$ cat src/rtl/spi_slave_pkg.sv
// Shared types for the parametrised SPI slave: FSM state encoding and frame command codes.
package spi_slave_pkg;

    typedef enum logic [2:0] {
        ST_IDLE,
        ST_CHK_CMD,
        ST_WRITE,
        ST_READ_ADD,
        ST_READ_DATA,
        ST_WAIT_TX,
        ST_SEND
    } state_e;

    localparam logic [1:0] CMD_WR_ADDR = 2'b00;
    localparam logic [1:0] CMD_WR_DATA = 2'b01;
    localparam logic [1:0] CMD_RD_ADDR = 2'b10;
    localparam logic [1:0] CMD_RD_DATA = 2'b11;

endpackage : spi_slave_pkg

$ cat src/rtl/spi_shift_reg.sv
// Bidirectional-order shift register with clear, parallel load and serial shift-in.
// next_c is the value the register takes at the coming edge; lead_c is its leading (first-out) bit.
module spi_shift_reg #(
    parameter int unsigned WIDTH     = 8,
    parameter bit          MSB_FIRST = 1'b1
) (
    input  logic             clk,
    input  logic             rst_n,
    input  logic             clr_i,
    input  logic             load_i,
    input  logic [WIDTH-1:0] load_data_i,
    input  logic             shift_i,
    input  logic             ser_i,
    output logic [WIDTH-1:0] next_c,
    output logic             lead_c
);

    logic [WIDTH-1:0] data_q;
    logic [WIDTH-1:0] shifted;

    // MSB-first moves data toward the MSB; LSB-first toward the LSB.
    always_comb begin
        shifted = data_q;
        if (MSB_FIRST) begin
            shifted = {data_q[WIDTH-2:0], ser_i};
        end else begin
            shifted = {ser_i, data_q[WIDTH-1:1]};
        end

        next_c = data_q;
        if (clr_i) begin
            next_c = '0;
        end else if (load_i) begin
            next_c = load_data_i;
        end else if (shift_i) begin
            next_c = shifted;
        end

        lead_c = MSB_FIRST ? next_c[WIDTH-1] : next_c[0];
    end

    always_ff @(posedge clk or negedge rst_n) begin
        if (!rst_n) begin
            data_q <= '0;
        end else begin
            data_q <= next_c;
        end
    end

endmodule : spi_shift_reg

$ cat src/rtl/spi_slave_param.sv
// Parametrised SPI slave: deserialises {cmd, payload} frames for the RAM and serialises RAM read data
// onto MISO, with a bounded wait for tx_valid after a read-data frame.
module spi_slave_param
    import spi_slave_pkg::*;
#(
    parameter int unsigned DATA_W     = 8,
    parameter bit          MSB_FIRST  = 1'b1,
    parameter int unsigned TX_TIMEOUT = 16
) (
    input  logic              clk,
    input  logic              rst_n,
    input  logic              SS_n,
    input  logic              MOSI,
    input  logic              tx_valid,
    input  logic [DATA_W-1:0] tx_data,
    output logic              MISO,
    output logic              rx_valid,
    output logic [DATA_W+1:0] rx_data,
    output logic              busy,
    output logic              tx_timeout
);

    localparam int unsigned FRAME_W = DATA_W + 2;
    localparam int unsigned CNT_W   = $clog2(FRAME_W + 1);
    localparam int unsigned TMO_W   = $clog2(TX_TIMEOUT + 1);

    localparam logic [CNT_W-1:0] FRAME_LAST = CNT_W'(FRAME_W - 1);
    localparam logic [CNT_W-1:0] TX_LAST    = CNT_W'(DATA_W - 1);
    localparam logic [TMO_W-1:0] TMO_LAST   = TMO_W'(TX_TIMEOUT - 1);

    state_e             state_q, state_d;
    logic [CNT_W-1:0]   bit_cnt_q, bit_cnt_d;
    logic [TMO_W-1:0]   tmo_cnt_q, tmo_cnt_d;
    logic               done_q, done_d;
    logic               rd_addr_seen_q, rd_addr_seen_d;
    logic               miso_q, miso_d;
    logic               rx_valid_q, rx_valid_d;
    logic [FRAME_W-1:0] rx_data_q, rx_data_d;
    logic               busy_q, busy_d;
    logic               tx_timeout_q, tx_timeout_d;

    logic               rx_clr_c, rx_shift_c;
    logic               tx_clr_c, tx_load_c, tx_shift_c;
    logic [FRAME_W-1:0] rx_next_c;
    logic               tx_lead_c;
    logic               rx_lead_unused;
    logic [DATA_W-1:0]  tx_next_unused;

    spi_shift_reg #(
        .WIDTH     (FRAME_W),
        .MSB_FIRST (MSB_FIRST)
    ) u_rx_shift (
        .clk         (clk),
        .rst_n       (rst_n),
        .clr_i       (rx_clr_c),
        .load_i      (1'b0),
        .load_data_i ('0),
        .shift_i     (rx_shift_c),
        .ser_i       (MOSI),
        .next_c      (rx_next_c),
        .lead_c      (rx_lead_unused)
    );

    spi_shift_reg #(
        .WIDTH     (DATA_W),
        .MSB_FIRST (MSB_FIRST)
    ) u_tx_shift (
        .clk         (clk),
        .rst_n       (rst_n),
        .clr_i       (tx_clr_c),
        .load_i      (tx_load_c),
        .load_data_i (tx_data),
        .shift_i     (tx_shift_c),
        .ser_i       (1'b0),
        .next_c      (tx_next_unused),
        .lead_c      (tx_lead_c)
    );

    // done_q marks a finished frame/transfer: the state is held, idle, until SS_n rises.
    always_comb begin
        state_d        = state_q;
        bit_cnt_d      = bit_cnt_q;
        tmo_cnt_d      = tmo_cnt_q;
        done_d         = done_q;
        rd_addr_seen_d = rd_addr_seen_q;
        miso_d         = 1'b0;
        rx_valid_d     = 1'b0;
        rx_data_d      = rx_data_q;
        tx_timeout_d   = 1'b0;
        rx_clr_c       = 1'b0;
        rx_shift_c     = 1'b0;
        tx_clr_c       = 1'b0;
        tx_load_c      = 1'b0;
        tx_shift_c     = 1'b0;

        if (SS_n) begin
            state_d   = ST_IDLE;
            bit_cnt_d = '0;
            tmo_cnt_d = '0;
            done_d    = 1'b0;
            rx_clr_c  = 1'b1;
            tx_clr_c  = 1'b1;
        end else begin
            unique case (state_q)
                ST_IDLE: begin
                    state_d = ST_CHK_CMD;
                end
                ST_CHK_CMD: begin
                    rx_clr_c  = 1'b1;
                    bit_cnt_d = '0;
                    done_d    = 1'b0;
                    if (!MOSI) begin
                        state_d = ST_WRITE;
                    end else if (rd_addr_seen_q) begin
                        state_d = ST_READ_DATA;
                    end else begin
                        state_d = ST_READ_ADD;
                    end
                end
                ST_WRITE, ST_READ_ADD, ST_READ_DATA: begin
                    if (!done_q) begin
                        rx_shift_c = 1'b1;
                        bit_cnt_d  = bit_cnt_q + CNT_W'(1);
                        if (bit_cnt_q == FRAME_LAST) begin
                            rx_valid_d = 1'b1;
                            rx_data_d  = rx_next_c;
                            bit_cnt_d  = '0;
                            done_d     = 1'b1;
                            if (state_q == ST_READ_ADD) begin
                                rd_addr_seen_d = 1'b1;
                            end
                            if (state_q == ST_READ_DATA) begin
                                rd_addr_seen_d = 1'b0;
                                state_d        = ST_WAIT_TX;
                                tmo_cnt_d      = '0;
                                done_d         = 1'b0;
                            end
                        end
                    end
                end
                ST_WAIT_TX: begin
                    if (!done_q) begin
                        if (tx_valid) begin
                            tx_load_c = 1'b1;
                            miso_d    = tx_lead_c;
                            bit_cnt_d = '0;
                            state_d   = ST_SEND;
                        end else if (tmo_cnt_q == TMO_LAST) begin
                            tx_timeout_d = 1'b1;
                            done_d       = 1'b1;
                        end else begin
                            tmo_cnt_d = tmo_cnt_q + TMO_W'(1);
                        end
                    end
                end
                ST_SEND: begin
                    // First bit was already driven on the load edge, so DATA_W-1 shifts remain.
                    if (!done_q) begin
                        if (bit_cnt_q == TX_LAST) begin
                            done_d = 1'b1;
                        end else begin
                            tx_shift_c = 1'b1;
                            miso_d     = tx_lead_c;
                            bit_cnt_d  = bit_cnt_q + CNT_W'(1);
                        end
                    end
                end
                default: begin
                    state_d = ST_IDLE;
                end
            endcase
        end

        busy_d = (state_d != ST_IDLE);
    end

    always_ff @(posedge clk or negedge rst_n) begin
        if (!rst_n) begin
            state_q        <= ST_IDLE;
            bit_cnt_q      <= '0;
            tmo_cnt_q      <= '0;
            done_q         <= 1'b0;
            rd_addr_seen_q <= 1'b0;
            miso_q         <= 1'b0;
            rx_valid_q     <= 1'b0;
            rx_data_q      <= '0;
            busy_q         <= 1'b0;
            tx_timeout_q   <= 1'b0;
        end else begin
            state_q        <= state_d;
            bit_cnt_q      <= bit_cnt_d;
            tmo_cnt_q      <= tmo_cnt_d;
            done_q         <= done_d;
            rd_addr_seen_q <= rd_addr_seen_d;
            miso_q         <= miso_d;
            rx_valid_q     <= rx_valid_d;
            rx_data_q      <= rx_data_d;
            busy_q         <= busy_d;
            tx_timeout_q   <= tx_timeout_d;
        end
    end

    assign MISO       = miso_q;
    assign rx_valid   = rx_valid_q;
    assign rx_data    = rx_data_q;
    assign busy       = busy_q;
    assign tx_timeout = tx_timeout_q;

endmodule : spi_slave_param

$ cat config.mk
export PLATFORM = sky130hd
export DESIGN_NAME = spi_slave_param
export DESIGN_NICKNAME = d
export VERILOG_FILES = /design/src/rtl/spi_slave_pkg.sv /design/src/rtl/spi_shift_reg.sv /design/src/rtl/spi_slave_param.sv
export SDC_FILE = /design/constraint.sdc
export NUM_CORES = 1
export LEC_CHECK = 0
export ABC_CLOCK_PERIOD_IN_PS = 2400
export BUFFER_PORTS_ARGS = -buffer_cell sky130_fd_sc_hd__buf_2
export CORE_UTILIZATION = 55
export DETAILED_ROUTE_END_ITERATION = 12
export GPL_TIMING_DRIVEN = 0
export HOLD_SLACK_MARGIN = 0.1
export PLACE_DENSITY = 0.76
export SKIP_LAST_GASP = 1
export SLEW_MARGIN = 5
export SYNTH_ARGS = -nofsm -noshare
export SYNTH_HDL_FRONTEND = slang
export SYNTH_HIERARCHICAL = 1
export SYNTH_SLANG_ARGS = --single-unit
$ cat constraint.sdc
create_clock -name clk -period 2.4 [get_ports clk]
set_clock_uncertainty 0.05 [all_clocks]
set_input_delay 0.36 -clock clk [delete_from_list [all_inputs] [get_ports clk]]
set_output_delay 0.36 -clock clk [all_outputs]
set_load 0.05 [all_outputs]
-- Word level (Yosys, flattened, before mapping)
Index checks and enable logic that the tools add are counted.
W data, S select, Z words.
- flip-flop bits (word level): 46
- input port bits: 13
- output and inout port bits: 14
- logic and storage cells: 115
- add/sub/neg operators: 2
- eq/ne operators: 18
- muxes and demuxes: 69
- bitwise operators: 2
- reduce and logical (&&, ||, !) cells: 11
- operator list (operator ; number):
    $mux W1 ; 37
    $mux W5 ; 7
    $mux W4 ; 7
    $ne A3 B3 Y1 const B ; 9
    $mux W3 ; 8
    $mux W8 ; 3
    $mux W10 ; 2
    $pmux W4 S4 ; 1
    $pmux W3 S5 ; 1
    $pmux W5 S2 ; 1
    $eq A3 B3 Y1 const B ; 3
    $reduce_bool A3 Y1 ; 3
    $reduce_and A7 Y1 ; 1
    $eq A3 B2 Y1 const B ; 2
    $reduce_and A6 Y1 ; 1
    $add A5 B1 Y5 const B ; 1
    $eq A5 B4 Y1 const B ; 1
    $reduce_and A5 Y1 ; 1
    $reduce_bool A5 Y1 ; 1
    $add A4 B1 Y4 const B ; 1
    $eq A4 B3 Y1 const B ; 1
    $eq A4 B4 Y1 const B ; 1
    $pmux W1 S4 ; 1
    $reduce_and A4 Y1 ; 1
    other kinds (6) ; 7

-- Longest topological paths before layout
Gate-level depths: netlist of the first run.
- word-level depth: 12
- mapped depth: 9
- depth with buffers taken out: 8

-- By module
The synthesis of the first run kept the hierarchy.
- by module, submodules not included (module ; instances ; cells an instance ; area an instance (um^2) ; sequential area each (um^2)):
    spi_slave_param ; 1 ; 152 ; 1524.0 ; 700.7
    spi_shift_reg at u_rx_shift ; 1 ; 45 ; 518.0 ; 250.2
    spi_shift_reg at u_tx_shift ; 1 ; 36 ; 416.6 ; 200.2

-- Worst setup path before layout of the first run
Ideal clock, no wire load.
- path kind: reg2reg
- from: reg state_q[0]
- to: reg miso_q (netlist: MISO)
- setup time: 0.077 ns
- arrival time: 1.822 ns
- data required time: 2.273 ns
- slack: 0.450 ns
- cell stages (with the launch flop): 10
- buffers on the path: 2
- clock period less this slack: 1.950 ns
- cells stage by stage: dfrtp_1 buf_4 nand2_1 or3_1 clkbuf_1 nor2_1 inv_2 a211oi_1 nand2_1 a21oi_1
- elaborated cells between the ends (all ways): 15
- those cells by class: eq/ne: 2; mux: 13
- RTL lines (element ; RTL line ; source):
    from (decl) ; spi_slave_param.sv:31 ; state_e state_q, state_d;
    from (signal assigned) ; spi_slave_param.sv:190 ; state_q <= state_d;
    $eq A3 B3 Y1 * ; spi_slave_param.sv:104 ; unique case (state_q)
    $mux W1 * ; spi_slave_param.sv:104 ;
    $mux W1 * ; spi_slave_param.sv:96 ; if (SS_n) begin
    via tx_load_c ; spi_slave_param.sv:43 ; logic tx_clr_c, tx_load_c, tx_shift_c;
    $mux W8 * ; spi_shift_reg.sv:33 ; end else if (load_i) begin
    $mux W8 * ; spi_shift_reg.sv:31 ; if (clr_i) begin
    via tx_lead_c ; spi_slave_param.sv:45 ; logic tx_lead_c;
    $mux W1 (on tied branches) ; spi_slave_param.sv:159, spi_slave_param.sv:143 ;
    $mux W1 (on tied branches) ; spi_slave_param.sv:158, spi_slave_param.sv:142 ;
    $pmux W1 S2 * ; spi_slave_param.sv:104 ;
    $mux W1 * ; spi_slave_param.sv:96 ;
    via miso_d ; spi_slave_param.sv:36 ; logic miso_q, miso_d;
    to (signal assigned) ; spi_slave_param.sv:195 ; miso_q <= miso_d;
    to (decl) ; spi_slave_param.sv:36 ;
The timed path passes the listed nets; every way through them passes the cells marked *. The select of a mux whose other input is x is not followed.
A chain may end at the register's enable or synchronous reset.

-- Worst setup path after layout of the first run
- from: reg state_q[0]
- to: reg rx_data_q[9] (netlist: rx_data[9])
- elaborated cells between the ends (all ways): 12
- those cells by class: eq/ne: 4; mux: 6; reduce/logical: 2
- RTL lines (element ; RTL line ; source):
    $eq A3 B1 Y1 ; spi_slave_param.sv:104 ;
    $mux W1 ; spi_slave_param.sv:104 ;
    $mux W1 ; spi_slave_param.sv:96 ;
    via rx_clr_c ; spi_slave_param.sv:42 ; logic rx_clr_c, rx_shift_c;
    $mux W10 ; spi_shift_reg.sv:31 ;
    via rx_lead_unused ; spi_slave_param.sv:46 ; logic rx_lead_unused;
    to (signal assigned) ; spi_slave_param.sv:197 ; rx_data_q <= rx_data_d;
    to (decl) ; spi_slave_param.sv:38 ; logic [FRAME_W-1:0] rx_data_q, rx_data_d;
The timed path passes the listed nets, and every way through them passes these cells.

==> flow_summary.html, run 1 <==
<table>
<tr><th>Metric</th><th>Value</th></tr>
<tr><th colspan="2">Setup path</th></tr>
<tr><td>Required time at the endpoint of the critical path</td><td>between 2000 and 3000 ps</td></tr>
<tr><td>Reg2reg setup slack</td><td>220 ps</td></tr>
<tr><td>Worst EP arrival</td><td>2330 ps</td></tr>
<tr><td>Number of cells on the worst reg-to-reg path</td><td>8</td></tr>
<tr><td>Cell breakdown of the critical path</td><td>buf_4 &gt; clkbuf_1 &gt; nand2_1 &gt; o21bai_1 &gt; buf_1 &gt; a211oi_1 &gt; buf_4 &gt; mux2_2</td></tr>
<tr><td>Largest driver fanout on the critical path</td><td>10</td></tr>
<tr><td>Library cell appearing most often on the critical path</td><td>sky130_fd_sc_hd__buf_4</td></tr>
<tr><td>WP buf/inv</td><td>4</td></tr>
<tr><td>Top delay family on crit path</td><td>buffers and inverters</td></tr>
<tr><td>Highest-delay cell along the critical path</td><td>sky130_fd_sc_hd__buf_1</td></tr>
<tr><td>Crit path launch type</td><td>register</td></tr>
<tr><td>Critical path class</td><td>register to register</td></tr>
<tr><td>Reg2reg end</td><td>rx_data[9]</td></tr>
<tr><td>Sort of element at the end of the critical path</td><td>register</td></tr>
<tr><td>Startpoint of the worst register-to-register path</td><td>state_q[0]</td></tr>
<tr><td>Highest cell delay on the worst timing path</td><td>370 ps</td></tr>
<tr><th colspan="2">Cells and area</th></tr>
<tr><td>Fraction of layout cells with a size suffix above 1</td><td>23.4%</td></tr>
<tr><td>Fillers</td><td>about 350</td></tr>
<tr><td>Leading cell type in the layout, fill and taps excluded</td><td>sky130_fd_sc_hd__dfrtp_1</td></tr>
<tr><td>Number of inserted diodes</td><td>0</td></tr>
<tr><td>Most frequent cells in the layout</td><td>sky130_fd_sc_hd__dfrtp_1, sky130_fd_sc_hd__buf_2, sky130_fd_sc_hd__nor2b_1, sky130_fd_sc_hd__mux2i_1, sky130_fd_sc_hd__a211oi_1</td></tr>
<tr><td>Post-layout net count</td><td>294</td></tr>
<tr><td>Fin cells</td><td>328</td></tr>
<tr><td>P&amp;R area growth vs syn</td><td>14.0%</td></tr>
<tr><th colspan="2">Status</th></tr>
<tr><td>Outcome</td><td>finished clean</td></tr>
<tr><th colspan="2">Die</th></tr>
<tr><td>Initial core utilization</td><td>approximately three fifths</td></tr>
<tr><td>Die area</td><td>4730 um2</td></tr>
<tr><td>Die span in x</td><td>approximately 69 um</td></tr>
<tr><td>Total I/O pin count</td><td>27</td></tr>
<tr><td>Die Y-Extent</td><td>68.8 um</td></tr>
<tr><td>Cell Rows</td><td>23</td></tr>
<tr><td>Placeable core region</td><td>4140 um2</td></tr>
<tr><th colspan="2">Pwr</th></tr>
<tr><td>Total power per unit cell area</td><td>536 nW/um2</td></tr>
<tr><td>Maximum ir drop on the vdd rail</td><td>320 uV</td></tr>
<tr><td>LEAKAGE</td><td>1.30 nW</td></tr>
<tr><th colspan="2">Timing</th></tr>
<tr><td>Ratio of final minimum period to clock period</td><td>90.9%</td></tr>
<tr><td>Final total negative setup slack</td><td>0 ps</td></tr>
<tr><td>Number of setup violations in the final report</td><td>0</td></tr>
<tr><td>Measured slew at the worst slew-check pin</td><td>between 900 and 1000 ps</td></tr>
<tr><td>FMAX</td><td>458 MHz</td></tr>
<tr><td>Final Hold Vio Count</td><td>0</td></tr>
<tr><td>Setup repair after global routing missed its margin</td><td>false</td></tr>
<tr><td>Slew margin rel.</td><td>35.0%</td></tr>
<tr><td>Minimum clock period</td><td>2180 ps</td></tr>
<tr><td>Max Transition Viols Final</td><td>0</td></tr>
<tr><th colspan="2">Global routing</th></tr>
<tr><td>Maximum number of pins on one net before global-route repair</td><td>47</td></tr>
<tr><td>Leftover overflow at the end of global routing</td><td>0</td></tr>
<tr><td>Wire length of the first global-routing pass</td><td>7750 um</td></tr>
<tr><td>Via count of the first global-routing pass</td><td>1,701</td></tr>
<tr><td>Total routing resource utilization after global routing</td><td>between 20 and 25%</td></tr>
<tr><td>Number of antenna violations at the first check in global routing</td><td>0</td></tr>
<tr><th colspan="2">Place</th></tr>
<tr><td>Placed Cells</td><td>320</td></tr>
<tr><td>Gp weighted congestion</td><td>between 0.8 and 0.9</td></tr>
<tr><td>Detailed Place HPWL</td><td>3370 um</td></tr>
<tr><td>IO Port Bufs</td><td>26</td></tr>
<tr><th colspan="2">CTS</th></tr>
<tr><td>Clock-pin slew reported for the worst setup and hold paths after clock tree synthesis</td><td>around 90 ps</td></tr>
<tr><td>Clock sink count</td><td>46</td></tr>
<tr><td>Clock buffer count from CTS</td><td>5</td></tr>
<tr><td>Worst-Skew Late Latency</td><td>300 ps</td></tr>
<tr><td>Post-CTS resize count</td><td>0</td></tr>
<tr><td>Post-CTS Hold Buffers</td><td>0</td></tr>
<tr><td>CTS root buffer</td><td>sky130_fd_sc_hd__clkbuf_8</td></tr>
<tr><td>TritonCTS clock tree</td><td>built</td></tr>
<tr><td>Bufs on Longest Clock Path</td><td>2</td></tr>
<tr><td>Post-CTS setup buffer count</td><td>0</td></tr>
<tr><td>CTS H-Tree Depth</td><td>2</td></tr>
<tr><th colspan="2">Drt</th></tr>
<tr><td>Remaining antenna violation count after routing</td><td>0</td></tr>
<tr><td>Total wire length</td><td>4650 um</td></tr>
<tr><td>Detailed-route wire length per cell</td><td>between 10 and 15 um</td></tr>
<tr><td>Vias</td><td>~1,800</td></tr>
<tr><td>Detailed router's first-iteration violation count</td><td>98</td></tr>
<tr><td>Via count normalized by instance count</td><td>5.52</td></tr>
<tr><td>DRC Markers</td><td>0</td></tr>
<tr><td>First-pass iteration count of the detailed router</td><td>4</td></tr>
<tr><th colspan="2">Flow run</th></tr>
<tr><td>Maximum Capacitance Violations</td><td>0</td></tr>
<tr><th colspan="2">Yosys</th></tr>
<tr><td>Yosys warning total</td><td>6</td></tr>
<tr><td>Mean instance size in the synthesized netlist</td><td>between 10 and 15 um2</td></tr>
<tr><td>Post-synth design cell area</td><td>between 2000 and 2500 um2</td></tr>
<tr><td>Gate Count Post-Synth</td><td>232</td></tr>
<tr><th colspan="2">Hold path</th></tr>
<tr><td>Worst Hold Class</td><td>primary input to asynchronous set/reset pin</td></tr>
</table>
## sequential cells by signal (all words and copies together) (netlist names), 3 cells and up
register           flops
u_rx_shift/data_q     10
bit_cnt_q              4
rx_data               10
tmo_cnt_q              5
u_tx_shift/data_q      8
state_q                3
## worst register-to-register path: stages (launching register included)
cell,delay [ps]
sky130_fd_sc_hd__dfrtp_1,340
sky130_fd_sc_hd__buf_4,170
sky130_fd_sc_hd__clkbuf_1,350
sky130_fd_sc_hd__nand2_1,120
sky130_fd_sc_hd__o21bai_1,140
sky130_fd_sc_hd__buf_1,370
sky130_fd_sc_hd__a211oi_1,130
sky130_fd_sc_hd__buf_4,160
sky130_fd_sc_hd__mux2_2,250
## metrics by stage
step | area (um2) | utilization [%] | power [mW] | hold slack (ps) | setup slack [ps]
floorplan | 2500 | - | 0.950 | 14.4 | 515
global route | 2790 | 67.4 | 1.57 | 248 | 33.6
finish | 2790 | 67.4 | 1.50 | 153 | 218
detailed placement | 2690 | 64.9 | 1.01 | 439 | 138
CTS | 2790 | 67.2 | 1.51 | 198 | 47.9
global placement | 2690 | 64.9 | 1.00 | 410 | 162
## how the worst max path moves through the flow
stage,slack [ps],cells after the start,start,endpoint
after floorplan,510,9,state_q[0],MISO
after global placement,160,8,SS_n,MISO
after detailed placement,140,9,state_q[0],MISO
after CTS,50,9,state_q[0],MISO
after global routing,30,8,state_q[0],rx_data[9]
final,220,8,state_q[0],rx_data[9]
## layer usage
metal	GRT usage, %	vias up	share of wire, %
li1	-	905	-
met1	30.7	854	49
met2	35.9	43	46
met3	3.95	10	3.3
met4	8.42	0	1.7
met5	0	-	0
## power by group
| group | internal, mW | total (mW) | switching, mW |
|---|---|---|---|
| clock | 0.218 | 0.501 | 0.283 |
| combinational | 0.0691 | 0.188 | 0.118 |
| sequential | 0.796 | 0.810 | 0.0136 |
| total | 1.08 | 1.50 | 0.415 |
## area by class of cell
cell class | count | area [um2] | area share (%)
Buffer | 15 | 90.1 | 3.22
Clock buffer | 5 | 68.8 | 2.46
Clock inverter | 3 | 28.8 | 1.03
Inverter | 10 | 37.5 | 1.34
Multi-Input combinational cell | 173 | 1220 | 43.8
Sequential cell | 46 | 1150 | 41.2
Tap cell | 50 | 62.6 | 2.24
Timing Repair Buffer | 26 | 130 | 4.66
No activity file was read; power rests on OpenSTA's default activity.
==> inputs of run 2 (changes only) <==
--- a/config.mk
+++ b/config.mk
@@ -7,6 +7,7 @@
 export LEC_CHECK = 0
 export ABC_CLOCK_PERIOD_IN_PS = 2400
 export BUFFER_PORTS_ARGS = -buffer_cell sky130_fd_sc_hd__buf_2
+export CORE_MARGIN = 5
 export CORE_UTILIZATION = 55
 export DETAILED_ROUTE_END_ITERATION = 12
 export GPL_TIMING_DRIVEN = 0
==> constraint.sdc (replaced) <==
create_clock -name clk -period 2.4 [get_ports clk]
set_clock_uncertainty 0.05 [all_clocks]
set_input_delay 0.36 -clock clk [delete_from_list [all_inputs] [get_ports clk]]
set_output_delay 0.36 -clock clk [all_outputs]
set_load 0.005 [all_outputs]
==> flow_summary.html, run 2 (synthesis gave the netlist of run 1 again) <==
<table>
<tr><th>Metric</th><th>Value</th></tr>
<tr><th colspan="2">Pwr</th></tr>
<tr><td>LEAKAGE</td><td>1.30 nW</td></tr>
<tr><td>Share of power burned in the clock network</td><td>36.9%</td></tr>
<tr><td>Maximum ir drop on the vdd rail</td><td>approximately 400 uV</td></tr>
<tr><td>Total power per unit cell area</td><td>558 nW/um2</td></tr>
<tr><td>Internal power</td><td>1.18 mW</td></tr>
<tr><td>Fraction of power spent switching nets</td><td>24.9%</td></tr>
<tr><td>Fraction of power consumed by sequential logic</td><td>approximately 52%</td></tr>
<tr><td>Gate power share</td><td>between 10% and 20%</td></tr>
<tr><td>Net switching power of the design</td><td>0.390 mW</td></tr>
<tr><th colspan="2">Timing</th></tr>
<tr><td>Minimum clock period</td><td>about 2200 ps</td></tr>
<tr><td>Setup repair after global routing missed its margin</td><td>false</td></tr>
<tr><td>Final total negative setup slack</td><td>0 ps</td></tr>
<tr><td>Max Transition Viols Final</td><td>0</td></tr>
<tr><td>Slew margin rel.</td><td>33.3%</td></tr>
<tr><td>Final Hold Vio Count</td><td>0</td></tr>
<tr><td>Measured slew at the worst slew-check pin</td><td>1000 ps</td></tr>
<tr><td>Number of setup violations in the final report</td><td>0</td></tr>
<tr><td>FMAX</td><td>around 460 MHz</td></tr>
<tr><td>Ratio of final minimum period to clock period</td><td>90.3%</td></tr>
<tr><th colspan="2">Cells and area</th></tr>
<tr><td>Most frequent cells in the layout</td><td>sky130_fd_sc_hd__dfrtp_1, sky130_fd_sc_hd__buf_2, sky130_fd_sc_hd__nor2b_1, sky130_fd_sc_hd__mux2i_1, sky130_fd_sc_hd__a211oi_1</td></tr>
<tr><td>Leading cell type in the layout, fill and taps excluded</td><td>sky130_fd_sc_hd__dfrtp_1</td></tr>
<tr><td>Post-layout net count</td><td>294</td></tr>
<tr><td>Area taken by flip-flops and latches</td><td>1150 um2</td></tr>
<tr><td>Number of inserted diodes</td><td>0</td></tr>
<tr><td>Core Util, Final</td><td>64.9%</td></tr>
<tr><td>Multi-input gate area in the final layout</td><td>1220 um2</td></tr>
<tr><td>Fraction of layout cells with a size suffix above 1</td><td>23.4%</td></tr>
<tr><td>P&amp;R area growth vs syn</td><td>14.5%</td></tr>
<tr><td>Fillers</td><td>371</td></tr>
<tr><th colspan="2">CTS</th></tr>
<tr><td>TritonCTS clock tree</td><td>built</td></tr>
<tr><td>Clock sink count</td><td>46</td></tr>
<tr><td>Clock-pin slew reported for the worst setup and hold paths after clock tree synthesis</td><td>90 ps</td></tr>
<tr><td>Post-CTS setup buffer count</td><td>0</td></tr>
<tr><td>Worst-Skew Late Latency</td><td>~300 ps</td></tr>
<tr><td>Clock buffer count from CTS</td><td>5</td></tr>
<tr><td>Post-CTS Hold Buffers</td><td>0</td></tr>
<tr><td>CTS root buffer</td><td>sky130_fd_sc_hd__clkbuf_8</td></tr>
<tr><td>Bufs on Longest Clock Path</td><td>2</td></tr>
<tr><td>CTS H-Tree Depth</td><td>2</td></tr>
<tr><th colspan="2">Setup path</th></tr>
<tr><td>Worst EP arrival</td><td>2310 ps</td></tr>
<tr><td>WP buf/inv</td><td>4</td></tr>
<tr><td>Highest-delay cell along the critical path</td><td>sky130_fd_sc_hd__buf_1</td></tr>
<tr><td>Crit path launch type</td><td>register</td></tr>
<tr><td>Required time at the endpoint of the critical path</td><td>2550 ps</td></tr>
<tr><td>Library cell appearing most often on the critical path</td><td>sky130_fd_sc_hd__buf_4</td></tr>
<tr><td>Sort of element at the end of the critical path</td><td>register</td></tr>
<tr><td>Cell breakdown of the critical path</td><td>buf_4 &gt; clkbuf_1 &gt; nand2_1 &gt; o21bai_1 &gt; buf_1 &gt; a211oi_1 &gt; buf_4 &gt; mux2_2</td></tr>
<tr><td>Top delay family on crit path</td><td>buffers and inverters</td></tr>
<tr><td>Highest cell delay on the worst timing path</td><td>~380 ps</td></tr>
<tr><td>Largest driver fanout on the critical path</td><td>10</td></tr>
<tr><td>Critical path class</td><td>register to register</td></tr>
<tr><th colspan="2">Global routing</th></tr>
<tr><td>Total routing resource utilization after global routing</td><td>16.7%</td></tr>
<tr><td>Wire length of the first global-routing pass</td><td>8110 um</td></tr>
<tr><td>Via count of the first global-routing pass</td><td>1,759</td></tr>
<tr><td>Number of antenna violations at the first check in global routing</td><td>0</td></tr>
<tr><td>Maximum number of pins on one net before global-route repair</td><td>47</td></tr>
<tr><td>Leftover overflow at the end of global routing</td><td>0</td></tr>
<tr><th colspan="2">Drt</th></tr>
<tr><td>Detailed-route wire length per cell</td><td>14.2 um</td></tr>
<tr><td>Via count normalized by instance count</td><td>5.45</td></tr>
<tr><td>Vias</td><td>1,800</td></tr>
<tr><td>Detailed router's first-iteration violation count</td><td>between 80 and 90</td></tr>
<tr><td>DRC Markers</td><td>0</td></tr>
<tr><td>Remaining antenna violation count after routing</td><td>0</td></tr>
<tr><td>Total wire length</td><td>4680 um</td></tr>
<tr><td>First-pass iteration count of the detailed router</td><td>4</td></tr>
<tr><th colspan="2">Die</th></tr>
<tr><td>Cell Rows</td><td>24</td></tr>
<tr><td>Total I/O pin count</td><td>27</td></tr>
<tr><td>Die span in x</td><td>76.8 um</td></tr>
<tr><td>Placeable core region</td><td>4320 um2</td></tr>
<tr><td>Initial core utilization</td><td>56.7%</td></tr>
<tr><td>Die area</td><td>5890 um2</td></tr>
<tr><td>Die Y-Extent</td><td>76.8 um</td></tr>
<tr><th colspan="2">Place</th></tr>
<tr><td>IO Port Bufs</td><td>26</td></tr>
<tr><td>Detailed Place HPWL</td><td>3240 um</td></tr>
<tr><td>Gp weighted congestion</td><td>0.821</td></tr>
<tr><th colspan="2">Hold path</th></tr>
<tr><td>Worst Hold Class</td><td>primary input to asynchronous set/reset pin</td></tr>
<tr><th colspan="2">Status</th></tr>
<tr><td>Outcome</td><td>finished clean</td></tr>
<tr><th colspan="2">Flow run</th></tr>
<tr><td>Maximum Capacitance Violations</td><td>0</td></tr>
</table>
## run 2: cell count changes in the layout (fill, tap and decap cells not counted)
cell,delta
sky130_fd_sc_hd__inv_8,-1
sky130_fd_sc_hd__nor2_4,-1
sky130_fd_sc_hd__nor2_2,+1
sky130_fd_sc_hd__bufinv_16,+1
sky130_fd_sc_hd__clkinv_2,+1
sky130_fd_sc_hd__clkinv_4,-1
## run 2: routing by layer
layer	vias up	track usage [%]	share of wire, %
met5	-	0	0
met4	0	6.47	2.2
met3	11	4.68	5.2
li1	910	-	-
met1	835	21.9	46
met2	44	26.1	47
## run 2: final cells by class
cell class	count	share of cell area, %
Buffer	15	3.21
Clock inverter	3	1.56
Sequential cell	46	41.0
Inverter	10	1.34
Clock buffer	5	2.45
Tap cell	52	2.32
Timing Repair Buffer	26	4.64
Multi-Input combinational cell	173	43.5
## run 2: path summary, 6_finish.rpt
check / from / end / slack (ps) / cells past startpoint
max in group asynchronous: rst_n / rd_addr_seen_q / 1510 / 1
min: rst_n / rx_data[2] / 170 / 1
max: state_q[0] / rx_data[9] / 230 / 8
max reg2reg: state_q[0] / rx_data[9] / 230 / 8
min in group clk: tx_data[4] / u_tx_shift/data_q[4] / 290 / 3
min reg2reg: tmo_cnt_q[4] / tmo_cnt_q[4] / 430 / 2
## run 2: what timing repair did
item / in CTS / in global routing
endpoints found under the hold margin: 0 / 0
endpoints found under the setup margin: 0 / 1
resized for setup: 0 / 1
## run 2: power groups by stage
stage	sequential (mW)	combinational, mW	clock (mW)
after floorplan	0.821	0.124	0
after global placement	0.823	0.174	0
after detailed placement	0.824	0.176	0
after CTS	0.809	0.178	0.592
after global routing	0.812	0.202	0.629
final	0.808	0.180	0.578
## run 2: through the flow
| stage | hold WS [ps] | worst slack (ps) | total power [mW] | cell area (um2) | std cells |
|---|---|---|---|---|---|
| 4_1_cts | 204 | 93.4 | 1.58 | 2800 | 330 |
| 3_5_place_dp | 416 | 136 | 1.00 | 2690 | 322 |
| 2_1_floorplan | 14.4 | 515 | 0.945 | 2500 | 244 |
| 6_report | 172 | 233 | 1.57 | 2810 | 330 |
| 5_1_grt | 265 | 17.9 | 1.64 | 2810 | 330 |
| 3_3_place_gp | 409 | 156 | 0.998 | 2690 | 322 |
==> inputs of run 3 (changes only) <==
--- a/config.mk
+++ b/config.mk
@@ -5,14 +5,14 @@
 export SDC_FILE = /design/constraint.sdc
 export NUM_CORES = 1
 export LEC_CHECK = 0
-export ABC_CLOCK_PERIOD_IN_PS = 2400
+export ABC_CLOCK_PERIOD_IN_PS = 1800
 export BUFFER_PORTS_ARGS = -buffer_cell sky130_fd_sc_hd__buf_2
 export CORE_MARGIN = 5
-export CORE_UTILIZATION = 55
+export CORE_UTILIZATION = 52
 export DETAILED_ROUTE_END_ITERATION = 12
 export GPL_TIMING_DRIVEN = 0
 export HOLD_SLACK_MARGIN = 0.1
-export PLACE_DENSITY = 0.76
+export PLACE_DENSITY = 0.75
 export SKIP_LAST_GASP = 1
 export SLEW_MARGIN = 5
 export SYNTH_ARGS = -nofsm -noshare
==> constraint.sdc (replaced) <==
create_clock -name clk -period 1.8 [get_ports clk]
set_clock_uncertainty 0.05 [all_clocks]
set_input_delay 0.27 -clock clk [delete_from_list [all_inputs] [get_ports clk]]
set_output_delay 0.27 -clock clk [all_outputs]
set_load 0.005 [all_outputs]
==> flow_summary.html, run 3 (synthesis gave the netlist of run 1 again) <==
<table>
<tr><th>Metric</th><th>Value</th></tr>
<tr><th colspan="2">Status</th></tr>
<tr><td>Outcome</td><td>complete, but fails checks</td></tr>
<tr><td>Failing checks</td><td>setup timing</td></tr>
<tr><th colspan="2">Cells and area</th></tr>
<tr><td>Core Util, Final</td><td>about 67%</td></tr>
<tr><td>Fraction of layout cells with a size suffix above 1</td><td>about two fifths</td></tr>
<tr><td>Post-layout net count</td><td>310</td></tr>
<tr><td>Most frequent cells in the layout</td><td>sky130_fd_sc_hd__dfrtp_1, sky130_fd_sc_hd__buf_2, sky130_fd_sc_hd__buf_4, sky130_fd_sc_hd__nor2b_1</td></tr>
<tr><td>Multi-input gate area in the final layout</td><td>between 1000 and 1500 um2</td></tr>
<tr><td>Leading cell type in the layout, fill and taps excluded</td><td>sky130_fd_sc_hd__dfrtp_1</td></tr>
<tr><td>Fillers</td><td>351</td></tr>
<tr><td>Area taken by flip-flops and latches</td><td>about 1200 um2</td></tr>
<tr><td>Post-route cell area</td><td>about 3100 um2</td></tr>
<tr><td>Fin cells</td><td>348</td></tr>
<tr><td>P&amp;R area growth vs syn</td><td>27.7%</td></tr>
<tr><td>Number of inserted diodes</td><td>0</td></tr>
<tr><th colspan="2">Global routing</th></tr>
<tr><td>Number of antenna violations at the first check in global routing</td><td>0</td></tr>
<tr><td>Leftover overflow at the end of global routing</td><td>0</td></tr>
<tr><td>Maximum number of pins on one net before global-route repair</td><td>47</td></tr>
<tr><td>Via count of the first global-routing pass</td><td>about 1,900</td></tr>
<tr><td>Total routing resource utilization after global routing</td><td>between 10% and 20%</td></tr>
<tr><td>Wire length of the first global-routing pass</td><td>8870 um</td></tr>
<tr><th colspan="2">Drt</th></tr>
<tr><td>Detailed router's first-iteration violation count</td><td>between 50 and 60</td></tr>
<tr><td>Via count normalized by instance count</td><td>5.51</td></tr>
<tr><td>Detailed-route wire length per cell</td><td>15.5 um</td></tr>
<tr><td>First-pass iteration count of the detailed router</td><td>4</td></tr>
<tr><td>Remaining antenna violation count after routing</td><td>0</td></tr>
<tr><td>Vias</td><td>between 1,500 and 2,000</td></tr>
<tr><td>Total wire length</td><td>between 5000 and 6000 um</td></tr>
<tr><td>DRC Markers</td><td>0</td></tr>
<tr><th colspan="2">Pwr</th></tr>
<tr><td>LEAKAGE</td><td>1.43 nW</td></tr>
<tr><td>Design Power</td><td>2.21 mW</td></tr>
<tr><td>Maximum ir drop on the vdd rail</td><td>526 uV</td></tr>
<tr><td>Total power per unit cell area</td><td>704 nW/um2</td></tr>
<tr><th colspan="2">Place</th></tr>
<tr><td>IO Port Bufs</td><td>26</td></tr>
<tr><td>Worst Setup Slack post-DPL</td><td>-290 ps</td></tr>
<tr><td>Detailed Place HPWL</td><td>3330 um</td></tr>
<tr><td>Placed cell area</td><td>2710 um2</td></tr>
<tr><td>Gp weighted congestion</td><td>0.891</td></tr>
<tr><td>Placed Cells</td><td>about 320</td></tr>
<tr><th colspan="2">CTS</th></tr>
<tr><td>CTS H-Tree Depth</td><td>2</td></tr>
<tr><td>Clock-pin slew reported for the worst setup and hold paths after clock tree synthesis</td><td>90 ps</td></tr>
<tr><td>TritonCTS clock tree</td><td>built</td></tr>
<tr><td>CTS root buffer</td><td>sky130_fd_sc_hd__clkbuf_8</td></tr>
<tr><td>Worst-Skew Late Latency</td><td>between 300 and 400 ps</td></tr>
<tr><td>Bufs on Longest Clock Path</td><td>2</td></tr>
<tr><td>Post-CTS Hold Buffers</td><td>0</td></tr>
<tr><td>Clock buffer count from CTS</td><td>5</td></tr>
<tr><td>Clock sink count</td><td>46</td></tr>
<tr><th colspan="2">Flow run</th></tr>
<tr><td>Maximum Capacitance Violations</td><td>0</td></tr>
<tr><th colspan="2">Setup path</th></tr>
<tr><td>Highest cell delay on the worst timing path</td><td>around 440 ps</td></tr>
<tr><td>Highest-delay cell along the critical path</td><td>sky130_fd_sc_hd__dfrtp_1</td></tr>
<tr><td>Largest driver fanout on the critical path</td><td>5</td></tr>
<tr><td>Library cell appearing most often on the critical path</td><td>sky130_fd_sc_hd__buf_6</td></tr>
<tr><td>Critical path class</td><td>register to register</td></tr>
<tr><td>Crit path launch type</td><td>register</td></tr>
<tr><td>Required time at the endpoint of the critical path</td><td>1940 ps</td></tr>
<tr><td>Cell breakdown of the critical path</td><td>buf_6 &gt; inv_2 &gt; a21oi_2 &gt; nor3_2 &gt; buf_6 &gt; mux2i_1 &gt; a211oi_1 &gt; mux2_2</td></tr>
<tr><td>Sort of element at the end of the critical path</td><td>register</td></tr>
<tr><td>Worst EP arrival</td><td>between 2000 and 2500 ps</td></tr>
<tr><th colspan="2">Die</th></tr>
<tr><td>Total I/O pin count</td><td>27</td></tr>
<tr><td>Die area</td><td>6190 um2</td></tr>
<tr><td>Die Y-Extent</td><td>78.7 um</td></tr>
<tr><td>Die span in x</td><td>slightly below 80 um</td></tr>
<tr><td>Initial core utilization</td><td>52.6%</td></tr>
<tr><td>Cell Rows</td><td>25</td></tr>
<tr><td>Placeable core region</td><td>roughly 4700 um2</td></tr>
<tr><th colspan="2">Timing</th></tr>
<tr><td>Ratio of final minimum period to clock period</td><td>109%</td></tr>
<tr><td>Slew margin rel.</td><td>a little under a third</td></tr>
<tr><td>Crit path setup slack, layout</td><td>-156 ps</td></tr>
<tr><td>Max Transition Viols Final</td><td>0</td></tr>
<tr><td>Final Hold Vio Count</td><td>0</td></tr>
<tr><td>FMAX</td><td>~510 MHz</td></tr>
<tr><td>Number of setup violations in the final report</td><td>15</td></tr>
<tr><td>Setup repair after global routing missed its margin</td><td>true</td></tr>
<tr><td>Measured slew at the worst slew-check pin</td><td>1020 ps</td></tr>
<tr><td>Minimum clock period</td><td>1960 ps</td></tr>
<tr><th colspan="2">Hold path</th></tr>
<tr><td>Worst Hold Class</td><td>primary input to asynchronous set/reset pin</td></tr>
</table>
run 3: per-layer routing:
layer	share of wire (%)	routed length, um	track usage (%)
met4	1.1	59	4.90
met1	44	2360	22.5
met3	4.6	250	4.70
met2	51	2740	30.4
met5	0	0	0
run 3: metrics by stage:
step	TNS, ps	hold slack (ps)
6_report	-1340	83.5
5_1_grt	-3960	182
4_1_cts	-785	114
3_5_place_dp	-3140	417
3_3_place_gp	-3150	414
2_1_floorplan	-38.8	-75.6
run 3: what timing repair did:
item | in CTS | in global routing
buffers inserted | 10 | 8
endpoints found under the hold margin | 0 | 0
setup endpoints to repair | 27 | 34
cloned | 1 | 0
pin swaps | 6 | 9
resized for setup | 23 | 21
run 3: final timing paths:
path	to	slack, ps	startpoint	cells past startpoint
worst min register to register	tmo_cnt_q[4]	430	tmo_cnt_q[4]	2
min in group clk	u_tx_shift/data_q[1]	200	tx_data[1]	3
worst max-delay path	rx_data[2]	-160	state_q[1]	8
worst max register to register	rx_data[2]	-160	state_q[1]	8
max in group asynchronous	state_q[2]	910	rst_n	1
worst min-delay path	done_q	80	rst_n	1
run 3: worst max-delay path: cells and delay by family (launching register included):
family	cells	cell delay (ps)
multiplexers	2	500
AND/OR/NAND/NOR	1	240
AO/OA/AOI/OAI	2	200
buffers and inverters	3	410
flip-flops	1	440
run 3: where the power goes:
part	switching (mW)	internal (mW)	total, mW
Clock	0.371	0.417	0.787
Sequential	0.0243	1.06	1.09
Combinational	0.182	0.150	0.332
Total	0.577	1.63	2.21
run 3: layout make-up:
cell class,instances,area share [%]
Sequential cell,46,36.9
Inverter,10,1.20
Buffer,13,2.96
Timing Repair Buffer,44,8.47
Tap cell,54,2.16
Clock buffer,5,2.20
Clock inverter,3,1.40
Multi-Input combinational cell,173,44.8
